--- config.mk ---
export PLATFORM = sky130hd
export DESIGN_NAME = ysyx_24080006_mem_arb
export DESIGN_NICKNAME = d
export VERILOG_FILES = /design/src/rtl/ysyx_24080006_pkg.sv /design/src/rtl/ysyx_24080006_mem_arb.sv
export SDC_FILE = /design/constraint.sdc
export NUM_CORES = 1
export LEC_CHECK = 0
export ABC_CLOCK_PERIOD_IN_PS = 3700
export CAP_MARGIN = 20
export CORE_MARGIN = 2
export CORE_UTILIZATION = 39
export CTS_BUF_LIST = sky130_fd_sc_hd__clkbuf_16
export CTS_CLUSTER_SIZE = 30
export DETAILED_ROUTE_END_ITERATION = 8
export GPL_ROUTABILITY_DRIVEN = 0
export GPL_TIMING_DRIVEN = 0
export PLACE_DENSITY = 0.88
export SLEW_MARGIN = 20
export SYNTH_ARGS = -nofsm -noshare
export SYNTH_HDL_FRONTEND = slang
export SYNTH_SLANG_ARGS = --single-unit
--- constraint.sdc ---
create_clock -name clock -period 3.7 [get_ports clock]
set_input_delay 0.74 -clock clock [delete_from_list [all_inputs] [get_ports clock]]
set_output_delay 0.74 -clock clock [all_outputs]
set_load 0.05 [all_outputs]
--- src/rtl/ysyx_24080006_pkg.sv ---
// Shared types and constants for the ysyx_24080006 core memory subsystem.
package ysyx_24080006_pkg;

    // Arbiter transaction phases: wait for a requester, issue downstream, collect response.
    typedef enum logic [1:0] {
        IDLE,
        REQ,
        RSP
    } arb_state_e;

    // Which requester currently owns the downstream port.
    typedef enum logic {
        IFU,
        LSU
    } arb_owner_e;

    // One latched downstream request.
    typedef struct packed {
        logic [31:0] addr;
        logic [31:0] wdata;
        logic [3:0]  wstrb;
        logic        write;
    } mem_req_t;

    // Byte strobes indexed by access size: 0 = byte, 1 = half, 2/3 = word.
    localparam logic [3:0][3:0] WSTRB_LUT = {4'b1111, 4'b1111, 4'b0011, 4'b0001};

endpackage

--- src/rtl/ysyx_24080006_mem_arb.sv ---
// Two-requester (IFU/LSU) arbiter for the single downstream memory port.
// One transaction outstanding; registered request path, combinational response path,
// and a watchdog that turns a hung downstream response into an error response.
module ysyx_24080006_mem_arb
    import ysyx_24080006_pkg::*;
#(
    parameter int unsigned TIMEOUT = 4095
) (
    input  logic        clock,
    input  logic        reset,
    // instruction fetch side
    input  logic        ifu_req_valid,
    output logic        ifu_req_ready,
    input  logic [31:0] ifu_addr,
    output logic        ifu_rsp_valid,
    input  logic        ifu_rsp_ready,
    output logic [31:0] ifu_rdata,
    output logic        ifu_err,
    // load/store side
    input  logic        lsu_req_valid,
    output logic        lsu_req_ready,
    input  logic [31:0] lsu_addr,
    input  logic [31:0] lsu_wdata,
    input  logic        lsu_write,
    input  logic [3:0]  lsu_wstrb,
    output logic        lsu_rsp_valid,
    input  logic        lsu_rsp_ready,
    output logic [31:0] lsu_rdata,
    output logic        lsu_err,
    // downstream memory port
    output logic        mem_req_valid,
    input  logic        mem_req_ready,
    output logic [31:0] mem_addr,
    output logic [31:0] mem_wdata,
    output logic        mem_write,
    output logic [3:0]  mem_wstrb,
    input  logic        mem_rsp_valid,
    output logic        mem_rsp_ready,
    input  logic [31:0] mem_rdata,
    input  logic        mem_err
);

    localparam logic [15:0] TIMEOUT_CNT = TIMEOUT[15:0];

    arb_state_e state, state_nxt;
    arb_owner_e owner, last_grant;
    mem_req_t   req_q;
    logic [15:0] wd_cnt;

    logic        grant_ifu, grant_lsu;
    logic        wd_expired;
    logic        owner_rsp_ready;
    logic        rsp_valid, rsp_err, rsp_fire;
    logic [31:0] rsp_rdata;

    // On a tie the requester that did not win last time gets the port.
    assign grant_ifu = ifu_req_valid && (!lsu_req_valid || last_grant == LSU);
    assign grant_lsu = lsu_req_valid && (!ifu_req_valid || last_grant == IFU);

    assign wd_expired = (TIMEOUT != 0) && (wd_cnt == TIMEOUT_CNT);

    // Request path is driven straight from the latched request.
    assign mem_req_valid = (state == REQ);
    assign mem_addr      = req_q.addr;
    assign mem_wdata     = req_q.wdata;
    assign mem_wstrb     = req_q.wstrb;
    assign mem_write     = req_q.write;

    // Next-state, handshake readies and response routing.
    always_comb begin
        // NOTE: every output of this block gets a default first so no path leaves a latch.
        state_nxt     = state;
        ifu_req_ready = 1'b0;
        lsu_req_ready = 1'b0;
        mem_rsp_ready = 1'b0;
        ifu_rsp_valid = 1'b0;
        ifu_rdata     = '0;
        ifu_err       = 1'b0;
        lsu_rsp_valid = 1'b0;
        lsu_rdata     = '0;
        lsu_err       = 1'b0;
        rsp_fire      = 1'b0;

        owner_rsp_ready = (owner == IFU) ? ifu_rsp_ready : lsu_rsp_ready;
        // A synthesized timeout error overrides whatever the downstream is driving.
        rsp_valid = wd_expired ? 1'b1 : mem_rsp_valid;
        rsp_err   = wd_expired ? 1'b1 : mem_err;
        rsp_rdata = wd_expired ? '0   : mem_rdata;

        case (state)
            IDLE: begin
                ifu_req_ready = grant_ifu;
                lsu_req_ready = grant_lsu;
                if (grant_ifu || grant_lsu) state_nxt = REQ;
            end
            REQ: begin
                if (mem_req_ready) state_nxt = RSP;
            end
            RSP: begin
                mem_rsp_ready = owner_rsp_ready;
                rsp_fire      = rsp_valid && owner_rsp_ready;
                if (owner == IFU) begin
                    ifu_rsp_valid = rsp_valid;
                    ifu_rdata     = rsp_rdata;
                    ifu_err       = rsp_err;
                end else begin
                    lsu_rsp_valid = rsp_valid;
                    lsu_rdata     = rsp_rdata;
                    lsu_err       = rsp_err;
                end
                if (rsp_fire) state_nxt = IDLE;
            end
            default: state_nxt = IDLE;
        endcase
    end

    // State register; reset drops any in-flight transaction.
    always_ff @(posedge clock) begin
        // NOTE: sequential state uses non-blocking assignments so all registers update together.
        if (reset) state <= IDLE;
        else       state <= state_nxt;
    end

    // Request latch, ownership tracking and response watchdog.
    always_ff @(posedge clock) begin
        // NOTE: req_q is reset too, so mem_* fields read zero out of reset rather than X.
        if (reset) begin
            owner      <= IFU;
            last_grant <= IFU;
            req_q      <= '0;
            wd_cnt     <= '0;
        end else begin
            case (state)
                IDLE: begin
                    if (grant_ifu) begin
                        req_q      <= mem_req_t'{addr: ifu_addr, wdata: '0, wstrb: '0, write: 1'b0};
                        owner      <= IFU;
                        last_grant <= IFU;
                    end else if (grant_lsu) begin
                        req_q      <= mem_req_t'{addr: lsu_addr, wdata: lsu_wdata,
                                                 wstrb: lsu_wstrb, write: lsu_write};
                        owner      <= LSU;
                        last_grant <= LSU;
                    end
                end
                REQ: begin
                    if (mem_req_ready) wd_cnt <= '0;
                end
                RSP: begin
                    // Hold at the limit so the error stays asserted until the owner takes it.
                    if (!rsp_fire && !wd_expired) wd_cnt <= wd_cnt + 16'd1;
                end
                default: ;
            endcase
        end
    end

endmodule

==> run metrics, run 1 <==
status=completed; vias in the first global route=5008; worst vdd rail ir drop=274.7 µV; initial antenna violation count=0; Slew HR=29.37%; Final Net Count=934; Critical Path End=ifu_rsp_valid; CTS Hold Bufs=0; proportion of synthesized area in mux cells=7.936%; EDFF count, synth=0; setup slack, reg-to-reg=1.41 ns; Clock Pin Slew Worst Setup and Hold Paths=0.07 ns; setup ws final=0.1636 ns; Reg-to-Reg Start=last_grant$_SDFFE_PP0P_; CTS root buf=clkbuf_16; CTS tree=done; Leak=3.059 nW; WP data arrival=2.80 ns; Worst-Margin Slew=1.053 ns; GRT Total Usage=26.19%; busiest grt layer=met2; ANT cells=0; final setup fails=0; Pwr Total=2.969 mW; first-pass GRT wire length=24.42 mm; worst path required time=2.96 ns; worst slack, placed=-0.2739 ns; largest net degree at the start of global routing=16; initial drt markers=356; minimum clock period after layout=3.536 ns; Post-Synth Adder-Cell Area=0.2907%; Die Ht=109.1 µm; Worst Hold Class=flip-flop to flip-flop; Ports=283; post-synthesis net count=642; GRT met3 Usage=6.635%; PwrDens=404.5 nW/µm²; Critical Path Sink Type=primary output; final hold violations=0; main combinational cell family by area after synthesis=simple AND/OR/NAND/NOR gates; grt ovf=0; WL/cell=17.33 µm; crit start category=flip-flop; dpl hpwl=12.62 mm; #FFs+latches synth=88; DRC Markers=0; Clock Skews=0.009911 ns; clock sinks=88; Post-Synth XOR/XNOR Area=0%; Synth cell types=47; Detailed Routing Iterations Pass 1=4; FF-to-FF End=wd_cnt[8]$_SDFFE_PP0P_; asr flop ratio synth=0%; Syn Inst Count=499; die width=109.1 µm; Simple-Gate Fraction of Synth Area=24.71%; R2R cell count=5; Port-buffer cells=281; post-CTS sizing=63; setup tns final=0 ns; maximum clock rate=0.2828 GHz; CTS H-tree depth=3; crit share post-route=95.58%; yosys warns=0; min-delay src=mem_wstrb[3]$_SDFFE_PP0P_; crit path max fanout=10; GR Util met2=49.51%; max_cap viols=0; post-synthesis compound-gate area fraction=21.40%; ratio of cells with drive above 1 in the final layout=12.31%; Vias/cell=5.280; CP Launch Point=wd_cnt[0]$_SDFFE_PP0P_; Global Route met1 Usage=27.37%; Post-CTS Setup Repair Bufs=0; Synth Flop Type=dfxtp_1; Post-Syn Area=4304 µm²; total CTS buffers=9; die area=11890 µm²; register area share after synthesis=40.93%; CORE AREA=10790 µm²; CP Class=flip-flop to primary output; final WL=16.22 mm; post-route ant nets=0; synthesized area per cell=8.626 µm²; Worst-Skew Late Latency=0.33 ns; clk buf depth=2; row count=38; Area growth syn-to-layout=70.52%; via count=4942; max-slew violations=0; Initial Util=39.88%; # fillers=867
[final cells by class]
| cell class | instances | area, µm² | area share, % |
|---|---|---|---|
| Timing Repair Buffer | 281 | 2525 | 34.40 |
| Multi-Input combinational cell | 361 | 2355 | 32.08 |
| Sequential cell | 88 | 1762 | 24.00 |
| Clock buffer | 9 | 225.2 | 3.069 |
| Buffer | 43 | 177.7 | 2.421 |
| Tap cell | 140 | 175.2 | 2.387 |
| Clock inverter | 7 | 93.84 | 1.279 |
| Inverter | 7 | 26.28 | 0.3580 |
[sequential cells by signal, summed over array words and instances (netlist names)]
signal	count
mem_wdata	32
last_grant	1
mem_wstrb	4
wd_cnt	16
state	2
mem_write	1
mem_addr	32
[layout by cell type (no fill, tap or decap), types with 8 or more instances in the layout]
master	count
clkdlybuf4s50_1	213
dfxtp_1	88
nor2_1	77
and2_1	64
clkbuf_2	61
a22oi_1	37
mux2i_1	33
a211oi_1	33
clkbuf_1	30
nand2_1	13
buf_2	10
a31oi_1	10
nand3_1	9
o211ai_1	9
clkbuf_16	9
inv_1	8
nor3_1	8
[through the flow]
step | hold slack [ns] | cell area [µm²] | std cells | util [%]
floorplan | 0.4630 | 4304 | 499 | -
CTS | 0.4991 | 7543 | 936 | 69.89
global route | 0.5179 | 7340 | 936 | 68.00
global placement | 0.4766 | 7292 | 920 | 67.56
detailed placement | 0.4831 | 7292 | 920 | 67.56
finish | 0.4964 | 7340 | 936 | 68.00
[synthesized netlist by cell type (9+ instances only)]
library cell | number | area share, %
a211oi_1 | 33 | 5.8
clkbuf_1 | 30 | 2.6
o211ai_1 | 9 | 1.6
nand2_1 | 13 | 1.1
nor3_1 | 9 | 1.0
nor2_1 | 77 | 6.7
a22oi_1 | 37 | 6.5
and2_1 | 64 | 9.3
a31oi_1 | 10 | 1.5
buf_2 | 10 | 1.2
mux2i_1 | 33 | 7.7
dfxtp_1 | 88 | 41
nand3_1 | 9 | 1.0
[cells by family (layout without fill, tap and decap cells)]
| family | count (synthesis) | in the layout |
|---|---|---|
| buffers and inverters | 50 | 347 |
| AND/OR/NAND/NOR | 204 | 204 |
| flip-flops | 88 | 88 |
| AO/OA/AOI/OAI | 122 | 122 |
| multiplexers | 34 | 34 |
| adder cells (fa/ha/maj) | 1 | 1 |
[where the power goes]
part	leakage, nW	internal, mW	switching, mW
combinational	2.18	0.366	0.571
clock	0.158	0.593	0.374
sequential	0.722	1.02	0.0429
[metal layers]
metal | vias up | share of wire, %
met1 | 2263 | 37
met4 | 0 | 2.7
met5 | - | 0
li1 | 2401 | -
met2 | 246 | 52
met3 | 32 | 9.1
[worst min-delay path by stage]
stage | endpoint | slack, ns | cells after the start
after floorplan | wd_cnt[15]$_SDFFE_PP0P_ | 0.46 | 2
after global placement | mem_wdata[11]$_SDFFE_PP0P_ | 0.48 | 2
after detailed placement | mem_wstrb[3]$_SDFFE_PP0P_ | 0.48 | 2
after CTS | mem_addr[9]$_SDFFE_PP0P_ | 0.50 | 2
after global routing | mem_addr[15]$_SDFFE_PP0P_ | 0.52 | 2
final | mem_wstrb[3]$_SDFFE_PP0P_ | 0.50 | 2
[critical path, stage by stage (launching register included)]
cell and delay (ns):
dfxtp_1 0.41, ha_1 0.24, nand3_1 0.13, clkbuf_1 0.25, o41a_1 0.40, nor3_1 0.19
clkdlybuf4s50_1 0.84
(Power assumes the default switching activity.)
==> run 2: changes to the inputs <==
- ABC_CLOCK_PERIOD_IN_PS: 3700 -> 3850
- CORE_UTILIZATION: 39 -> 36
- GPL_ROUTABILITY_DRIVEN: 0 -> not set
- PLACE_DENSITY: 0.88 -> 0.82
- clock period: 3.7 -> 3.85 ns (I/O delays scaled with it)
==> run 2 against run 1 <==
  * Total power decreased by 7.6%
  * Clock skew barely moved
  * Via count up 1.2%
  * Sequential cell count stayed put
  * Die area up 8.0%
  * Critical path depth stayed put
  * Global-route usage decreased by 2.0 points
  * Clock power fell by 16%
  * Hold slack better by 0.0066 ns
  * Critical path type is now primary input to primary output
  * Largest power group unchanged
  * Highest routed layer unchanged
==> run metrics, run 2 (same netlist as run 1, synthesis figures left out) <==
status=completed; final WL=16.37 mm; max-slew violations=0; Crit-path slowest cell=clkdlybuf4s50_1; unrepaired setup endpoints after global routing=yes; via count=5000; # fillers=958; commonest non-fill, non-tap cell in the layout=clkdlybuf4s50_1; Reg-to-Reg Start=last_grant$_SDFFE_PP0P_; CTS tree=done; max_cap viols=0; CP peak stage delay=0.73 ns; maximum clock rate=0.2676 GHz; worst vdd rail ir drop=291.6 µV; first-pass GRT wire length=25.07 mm; minimum clock period after layout=3.737 ns; CP Cell Sequence=clkdlybuf4s50_1 > inv_1 > o21ai_2 > buf_2 > nor3_1 > clkdlybuf4s50_1; ratio of cells with drive above 1 in the final layout=4.906%; Worst-Skew Late Latency=0.34 ns; setup tns final=0 ns; Initial Util=37.22%; Worst Hold Path EP=mem_addr[6]$_SDFFE_PP0P_; PwrDens=364.5 nW/µm²; R2R cell count=5; worst path required time=3.08 ns; GRT Total Usage=24.19%; most used cell, CP=clkdlybuf4s50_1; final setup fails=0; Slew HR=28.39%; FF-to-FF End=wd_cnt[12]$_SDFFE_PP0P_; Pwr Total=2.743 mW; CORE AREA=11560 µm²; dpl hpwl=12.88 mm; initial antenna violation count=0; row count=39; Port-buffer cells=281; Worst Hold Class=flip-flop to flip-flop; Worst Hold Depth=2; Final Net Count=934; crit start category=primary input; CTS root buf=clkbuf_16; Leak=3.103 nW; CTS H-tree depth=3; largest net degree at the start of global routing=16; initial drt markers=343; crit share post-route=97.06%; grt ovf=0; total CTS buffers=9; Clock Skews=0.01038 ns; Worst-Margin Slew=1.068 ns; clock sinks=88; Detailed Routing Iterations Pass 1=7; DRC Markers=0; die width=113.3 µm; commonest cells after routing, fill and taps aside=clkdlybuf4s50_1, dfxtp_1, nor2_1; Placed Area=7296 µm²; GPL Wtd Cong=0.9368; setup slack, reg-to-reg=1.59 ns; Post-CTS Setup Repair Bufs=0; Area growth syn-to-layout=74.85%; Critical Path Sink Type=primary output; vias in the first global route=4966; post-route ant nets=0; die area=12850 µm²; Ports=283; final instance area=7526 µm²; WP data arrival=2.97 ns; final hold violations=0; ANT cells=0; crit path max fanout=10; min-delay src=mem_addr[6]$_SDFFE_PP0P_; Clock Pin Slew Worst Setup and Hold Paths=0.07 ns; WL/cell=17.45 µm; clk buf depth=2; CP Class=primary input to primary output; Die Ht=113.3 µm; Vias/cell=5.330
-- run 2: cell type report --
cell class,instances,area [µm²],area share (%)
Tap cell,143,178.9,2.377
Clock buffer,9,225.2,2.993
Buffer,43,177.7,2.361
Timing Repair Buffer,281,2763,36.71
Inverter,7,26.28,0.3491
Sequential cell,88,1762,23.41
Multi-Input combinational cell,361,2349,31.21
Clock inverter,6,45.04,0.5985
-- run 2: worst max-delay path by stage --
stage / endpoint / slack, ns / cells after the start / start
final: ifu_req_ready / 0.11 / 6 / lsu_req_valid
after global routing: ifu_rdata[19] / -0.008 / 8 / wd_cnt[1]$_SDFFE_PP0P_
after CTS: lsu_rdata[18] / 0.001 / 8 / wd_cnt[0]$_SDFFE_PP0P_
after detailed placement: lsu_req_ready / -0.20 / 5 / lsu_req_valid
after global placement: lsu_req_ready / -0.23 / 5 / lsu_req_valid
after floorplan: ifu_err / 0.63 / 5 / wd_cnt[15]$_SDFFE_PP0P_
-- run 2: critical path: cells and delay by family --
family | cells | cell delay [ns]
AO/OA/AOI/OAI | 1 | 0.37
buffers and inverters | 4 | 1.73
AND/OR/NAND/NOR | 1 | 0.10
-- run 2: per-stage QoR --
| step | hold slack (ns) | utilization [%] | setup WS [ns] | std cells |
|---|---|---|---|---|
| after floorplan | 0.4630 | - | 0.6276 | 499 |
| after global placement | 0.4771 | 63.09 | -0.2261 | 923 |
| after detailed placement | 0.4875 | 63.09 | -0.2004 | 923 |
| after CTS | 0.5024 | 64.82 | 0.001085 | 938 |
| after global routing | 0.5238 | 65.08 | -0.007977 | 938 |
| final | 0.5030 | 65.08 | 0.1133 | 938 |
-- run 2: report_power, final --
| part | internal [mW] | switching (mW) | total [mW] |
|---|---|---|---|
| logic | 0.356 | 0.549 | 0.905 |
| clock network | 0.437 | 0.377 | 0.814 |
| registers | 0.982 | 0.0415 | 1.02 |
-- run 2: metal layers --
layer  GRT usage (%)  share of wire (%)  up-vias
li1                -                  -     2405
met1           27.10                 38     2310
met2           43.23                 50      246
met3           7.284                8.2       39
met4           8.943                3.2        0
met5               0                  0        -
-- run 2: what timing repair did --
action	in CTS	in global routing
pin swaps	0	0
resized for setup	60	33
hold buffers	0	0
endpoints found under the setup margin	60	38
